==> src/rtl/counter_updown.sv <==
// Up/down event counter with programmable ceiling, wrap/saturate boundary, clear/load,
// registered terminal-count pulse and sticky overflow. Optional macro COUNTER_PRESCALE_EN.
module counter_updown #(
  parameter int unsigned WIDTH    = 6,
  parameter int unsigned MAX_VAL  = 2**WIDTH-1,
  parameter int unsigned PRESCALE = 4
) (
  input  logic             clk,
  input  logic             rst,
  input  logic             en,
  input  logic             up,
  input  logic             sat,
  input  logic             clr,
  input  logic             load,
  input  logic [WIDTH-1:0] load_val,
  input  logic             ovf_clr,
  output logic [WIDTH-1:0] count,
  output logic             tc,
  output logic             ovf
);

  localparam logic [WIDTH-1:0] MAX_W = MAX_VAL[WIDTH-1:0];
  localparam logic [WIDTH-1:0] ONE   = {{(WIDTH-1){1'b0}}, 1'b1};
  localparam logic [WIDTH-1:0] ZERO  = '0;

  if (MAX_VAL < 1 || MAX_VAL > 2**WIDTH-1) begin : g_chk_max
    $error("counter_updown: MAX_VAL out of range");
  end
  if (PRESCALE < 2) begin : g_chk_pre
    $error("counter_updown: PRESCALE must be >= 2");
  end

  logic [WIDTH-1:0] r_count;
  logic             r_tc;
  logic             r_ovf;

  logic             w_step;
  logic             w_at_max;
  logic             w_at_zero;
  logic             w_ovf_evt;
  logic [WIDTH-1:0] w_step_val;
  logic [WIDTH-1:0] w_load_val;
  logic [WIDTH-1:0] w_term;

`ifdef COUNTER_PRESCALE_EN
  localparam int unsigned PW = $clog2(PRESCALE);
  localparam logic [PW-1:0] PRE_LAST = PW'(PRESCALE-1);
  localparam logic [PW-1:0] PRE_ONE  = {{(PW-1){1'b0}}, 1'b1};

  logic [PW-1:0] r_pre;

  assign w_step = en && (r_pre == PRE_LAST);

  // Prescaler phase survives en=0 gaps; only clr/load restart it.
  always_ff @(posedge clk or negedge rst) begin
    if (!rst)                r_pre <= '0;
    else if (clr || load)    r_pre <= '0;
    else if (en)             r_pre <= (r_pre == PRE_LAST) ? '0 : r_pre + PRE_ONE;
  end
`else
  assign w_step = en;
`endif

  assign w_at_max  = (r_count == MAX_W);
  assign w_at_zero = (r_count == ZERO);
  assign w_term    = up ? MAX_W : ZERO;
  assign w_ovf_evt = w_step && (up ? w_at_max : w_at_zero);
  assign w_load_val = (load_val > MAX_W) ? MAX_W : load_val;

  always_comb begin
    w_step_val = r_count;
    if (up) begin
      if (!w_at_max)  w_step_val = r_count + ONE;
      else if (!sat)  w_step_val = ZERO;
    end else begin
      if (!w_at_zero) w_step_val = r_count - ONE;
      else if (!sat)  w_step_val = MAX_W;
    end
  end

  always_ff @(posedge clk or negedge rst) begin
    if (!rst) begin
      r_count <= '0;
      r_tc    <= 1'b0;
      r_ovf   <= 1'b0;
    end else if (clr) begin
      r_count <= '0;
      r_tc    <= 1'b0;
      r_ovf   <= 1'b0;
    end else begin
      if (load) begin
        r_count <= w_load_val;
        r_tc    <= 1'b0;
      end else if (w_step) begin
        r_count <= w_step_val;
        r_tc    <= (w_step_val == w_term);
      end else begin
        r_tc    <= 1'b0;
      end
      // An overflow step in the same cycle outranks ovf_clr.
      if (!load && w_ovf_evt) r_ovf <= 1'b1;
      else if (ovf_clr)       r_ovf <= 1'b0;
    end
  end

  assign count = r_count;
  assign tc    = r_tc;
  assign ovf   = r_ovf;

endmodule

==> config.mk <==
export PLATFORM = sky130hd
export DESIGN_NAME = counter_updown
export DESIGN_NICKNAME = d
export VERILOG_FILES = /design/src/rtl/counter_updown.sv
export SDC_FILE = /design/constraint.sdc
export NUM_CORES = 1
export LEC_CHECK = 0
export ABC_AREA = 1
export BUFFER_PORTS_ARGS = -buffer_cell sky130_fd_sc_hd__buf_2
export CAP_MARGIN = 10
export CORE_MARGIN = 2
export CORE_UTILIZATION = 47
export CTS_CLUSTER_DIAMETER = 120
export CTS_CLUSTER_SIZE = 10
export DETAILED_ROUTE_END_ITERATION = 10
export PLACE_DENSITY_LB_ADDON = 0.15
export SYNTH_ARGS = -nofsm -noshare
export SYNTH_HDL_FRONTEND = slang
export SYNTH_SLANG_ARGS = --single-unit
==> constraint.sdc <==
create_clock -name clk -period 1.5 [get_ports clk]
set_input_delay 0.45 -clock clk [delete_from_list [all_inputs] [get_ports clk]]
set_output_delay 0.45 -clock clk [all_outputs]
set_load 0.01 [all_outputs]
; ---- Word level (Yosys, flattened, before mapping)
; Cells that the tools add are included.
[classes]
addsub = 2
mul = 0
div = 0
n_lt_le_gt_ge = 1
eq_ne = 2
n_shift = 0
mux = 17
bitwise_logic = 0
reduce_logical = 6
[ops]
columns = cell, count
row1 = 6-bit two-way mux, 10
row2 = 1-bit two-way mux, 7
row3 = "6-bit by 1-bit adder with 6-bit output, second input constant", 1
row4 = 6-bit == test, 1
row5 = "6-bit == test, second input constant", 1
row6 = "6-bit greater-than comparator, second input constant", 1
row7 = 6-bit logical NOT, 1
row8 = 3-bit nonzero test, 2
row9 = "6-bit by 1-bit subtractor with 6-bit output, second input constant", 1
row10 = 1-bit logical AND, 2
row11 = 1-bit logical NOT, 1
[totals]
ff_bits = 8
latchBits = 0
mem_bits_rw = 0
romBits = 0
inputBits = 14
out_inout_bits = 8
elab_cells = 31
mem_count = 0

; ---- Depth between registers and ports, before layout
[depth]
depth_word = 7
depth_mapped = 12
depth_no_buf = 12

; ---- Worst setup path before layout
; OpenSTA, ideal clock, no wires.
[synth_path]
path_kind = flip-flop to flip-flop
start = register r_count[1] (netlist: count[1])
end = register r_tc (netlist: tc)
setup_ns = 0.119
arrival_ns = 1.432
required_time_ns = 1.381
setup_slack_ns = -0.051
stages_incl_launch_ff = 13
path_cell_list = dfrtp_1 > ha_1 > nand2_4 > nor2_8 > nand2_2 > nand2_1 > nand2_1 > nand2_1 > nand2_1 > nand2_1 > inv_1 > nand3_1 > a21oi_2
[synth_via]
elab_chain_len = 7
elab_cells_between_ends = 13
[synth_lines]
columns = item, line_no
row1 = "start, declared", 33  ; logic [WIDTH-1:0] r_count;
row2 = "start signal, assigned", 92  ; r_count <= w_load_val;
row3 = "start signal, assigned", 95  ; r_count <= w_step_val;
row4 = 6-bit by 1-bit subtractor with 6-bit output (tied with other cells), 76  ; if (!w_at_zero) w_step_val = r_count - ONE;
row5 = 6-bit two-way mux (on tied branches), "76, 73"
row6 = 6-bit two-way mux *, 72  ; if (up) begin
row7 = 6-bit == test *, 96  ; r_tc <= (w_step_val == w_term);
row8 = 1-bit two-way mux *, 94  ; end else if (w_step) begin
row9 = 1-bit two-way mux *, 91  ; if (load) begin
row10 = 1-bit two-way mux *, 86  ; end else if (clr) begin
row11 = "end signal, assigned", 96
row12 = "end, declared", 34  ; logic r_tc;
; Every way passes the cells marked *; elsewhere a longest branch is shown, timed or not.
; A chain may end at the register's enable or synchronous reset.

; ---- Worst setup path in the final report
[layout_path]
start = register r_count[1] (netlist: count[1])
end = register r_count[5] (netlist: count[5])
[layout_via]
elab_chain_len = 6
elab_cells_between_ends = 10
[layout_lines]
columns = item, line_no
row1 = 6-bit by 1-bit subtractor with 6-bit output (tied with other cells), 76
row2 = 6-bit two-way mux (on tied branches), "76, 73"
row3 = 6-bit two-way mux *, 72
row4 = 6-bit two-way mux *, 94
row5 = 6-bit two-way mux *, 91
row6 = 6-bit two-way mux *, 86
; Every way passes the cells marked *; elsewhere a longest branch is shown, timed or not. The select of a mux whose other input is x is not followed.

==> results.md <==
- P&R area growth vs syn: 51.82%
- Critical path fanouts, max: 4
- Num CTS Buffers: 3
- Synth Area in XOR/XNOR: approximately 2.8%
- First-pass GRT wire length: 5.147 mm
- Crit path max-delay cell type: dfrtp_2
- PortBufs: 21
- Syn_nets: about 160
- Status: finished with violations
- Global Route Usage Sum: 28.37%
- Die Width: between 40 and 50 um
- CP cell instances: buf_4 -> nand3_1 -> nor2_1 -> nand3_1 -> nand3_1 -> nand2_1 -> a21oi_2 -> o22ai_1
- Critical path's largest stage delay: 0.44 ns
- Antenna Cells: 0
- Synth top area share: 21.59%
- Htree depth: 1
- Critical path's top delay family: simple AND/OR/NAND/NOR gates
- # fillers: 152
- Drt pass-1 iters: 5
- Count of final max-slew check failures: 0
- Crit. End Element: flip-flop
- Synth Area in Simple Gates: 46.83%
- Syn Area/Cell: 6.394 um^2
- Number of global-route vias before repair: approximately 1200
- Hold Vio Cnt, Final: 0
- # hold bufs at CTS: 0
- CTS Root Cell: clkbuf_4
- Critical Path Most Common Cell: nand3_1
- Hold Crit Class: in2async
- Drt drc: 0
- Slew HR: 84.12%
- Setup skew after layout: 0.002344 ns
- Global placer's final weighted congestion: 0.9391
- Final non-filler cell total: roughly 220
- CTS tree: done
- Cells after Synth: around 150
- Req. time, crit path: 1.64 ns
- Share of layout cells above drive strength 1: 43.30%
- Dpl hpwl: 2.200 mm
- FP Rows: 16
- Commonest non-fill, non-tap cell in the layout: nand2_1
- Post-DRT Antenna Nets: 0
- Fin crit period: between 1.5 and 2 ns
- FMAX: 643.9 MHz
- PD cells: roughly 700 nW/um^2
- Die height: 48.42 um
- Buf/Inv on CP: 1
- FF+latch count, synth: 8
- Multiplexer share of the synthesized area: 0%
- RSZ-0062 raised after global routing: true
- I/O pins: 22
- Largest family of logic cells by synthesized area: simple AND/OR/NAND/NOR gates
- Synth Flop Type: dfrtp_1
- Synth Cell Area: ~930 um^2
- Synth Warn #: 0
- Clk slew on worst S/H paths: 0.07 ns
- Mean routed wirelength per cell: 13.55 um
- Initial antenna violation count: 0
- Commonest non-fill, non-tap cells in the layout: 39 x nand2_1, 22 x buf_4, 20 x buf_2
- VDD IR max: 0.5205 mV
- Multi-input logic area: roughly 720 um^2
- Die Footprint: 2344 um^2
- Post-synth EDFFs: 0
- Yosys top cell by area: dfrtp_1
- Drt initial violations: 59
- Max Cap Viol: 0
- Synth Area in Compound Gates: 13.50%
- Failing checks: setup timing
- Final nets: 212
- Placed instance count: 208
- Setup CP Type: reg2reg
- Slew @ Worst Pin: 0.2382 ns
- Ys async rst share: between 90% and 100%
- Largest net degree at the start of global routing: 12
- Bufs on Longest Clock Path: 2
- Storage element area: roughly 210 um^2
- Final WL: 2.994 mm
- Initial core utilization: between 40% and 50%
- Leak: about 0.75 nW
- Crit start category: flip-flop
- Final period util: 103.5%
- Adder-Cell Fraction of Synth Area: 4.049%
- Clock Latency Late Sink: approximately 0.27 ns
- Reg2reg setup slack: -0.05 ns
- Final worst slack: -0.05313 ns
- GRT overflow: 0
- Vias: 1189
- Clock sinks: 8
- Via density: ~5.4
- Core ar.: 1902 um^2
- Total power: about 1 mW
- Crit path DAT: 1.70 ns
- Dominant cells by area after synthesis: dfrtp_1 22%, nand2_1 18%, nand3_1 9.2%
- Yosys cell types: 27
- Setup violators final: 3
- Seq/Total Area, Yosys: a little over a fifth
==> area by class of cell <==
class                   instances  share of cell area (%)
multi-input cells             115                   51.11
repair buffers                 47                   24.09
flip-flops and latches          8                   14.67
inverters                      20                   5.867
well taps                      27                   2.400
clock buffers                   4                   1.867
==> stage by stage <==
stage	TNS [ns]	cell area, um^2	worst slack, ns	util, %	hold WS [ns]
6_report	-0.06921	1408	-0.05313	74.01	0.01551
3_3_place_gp	-0.07131	1192	-0.04882	62.70	0.3086
3_5_place_dp	-0.1860	1192	-0.08187	62.70	0.3108
5_1_grt	-0.5850	1408	-0.1423	74.01	0.01155
2_1_floorplan	0	932.1	0.008407	-	0.1544
4_1_cts	-0.008012	1326	-0.008012	69.74	0.02729
==> cell usage after synthesis, drive strengths merged, types with 2 or more instances <==
master	n
nand3	18
ha	3
inv	20
a21oi	9
xnor2	2
nand2	47
o211ai	3
nor2	17
o22ai	2
o21ai	4
nand4	5
dfrtp	8
buf	3
==> logic make-up (layout without fill, tap and decap cells) <==
kind of cell,after synthesis,after routing
fa+ha+maj,3,3
xor+xnor,3,3
simple gates,88,89
buf+inv,23,71
flops,8,8
compound gates,20,20
==> metal layers <==
metal,wire [um],GRT usage (%)
met1,1177,33.98
met2,1504,49.54
met3,172,4.012
met4,140,14.29
met5,0,0
==> worst paths after layout <==
kind,from,to,cells after the start
max in group asynchronous,rst,count[2],1
min,rst,ovf,1
max reg2reg,count[1],count[5],8
min reg2reg,ovf,ovf,2
min in group clk,clr,ovf,2
max,count[1],count[5],8
==> timing repair <==
item                                    in CTS  in global routing
endpoints found under the setup margin       6                  8
cloned                                       1                  0
pin swaps                                    7                  3
resized for setup                           15                 13
setup buffers                                6                  3
==> flip-flops by register name, summed over array words and instances (netlist names) <==
name,flops
count,6
ovf,1
tc,1
==> where the power goes <==
part	total, mW	internal (mW)	leakage [nW]	switching [mW]
Clock	0.199	0.103	0.0150	0.0960
Combinational	0.523	0.237	0.640	0.286
Sequential	0.261	0.233	0.0994	0.0278
Total	0.983	0.573	0.755	0.410
Note: power is estimated with default switching activity, not from simulation.
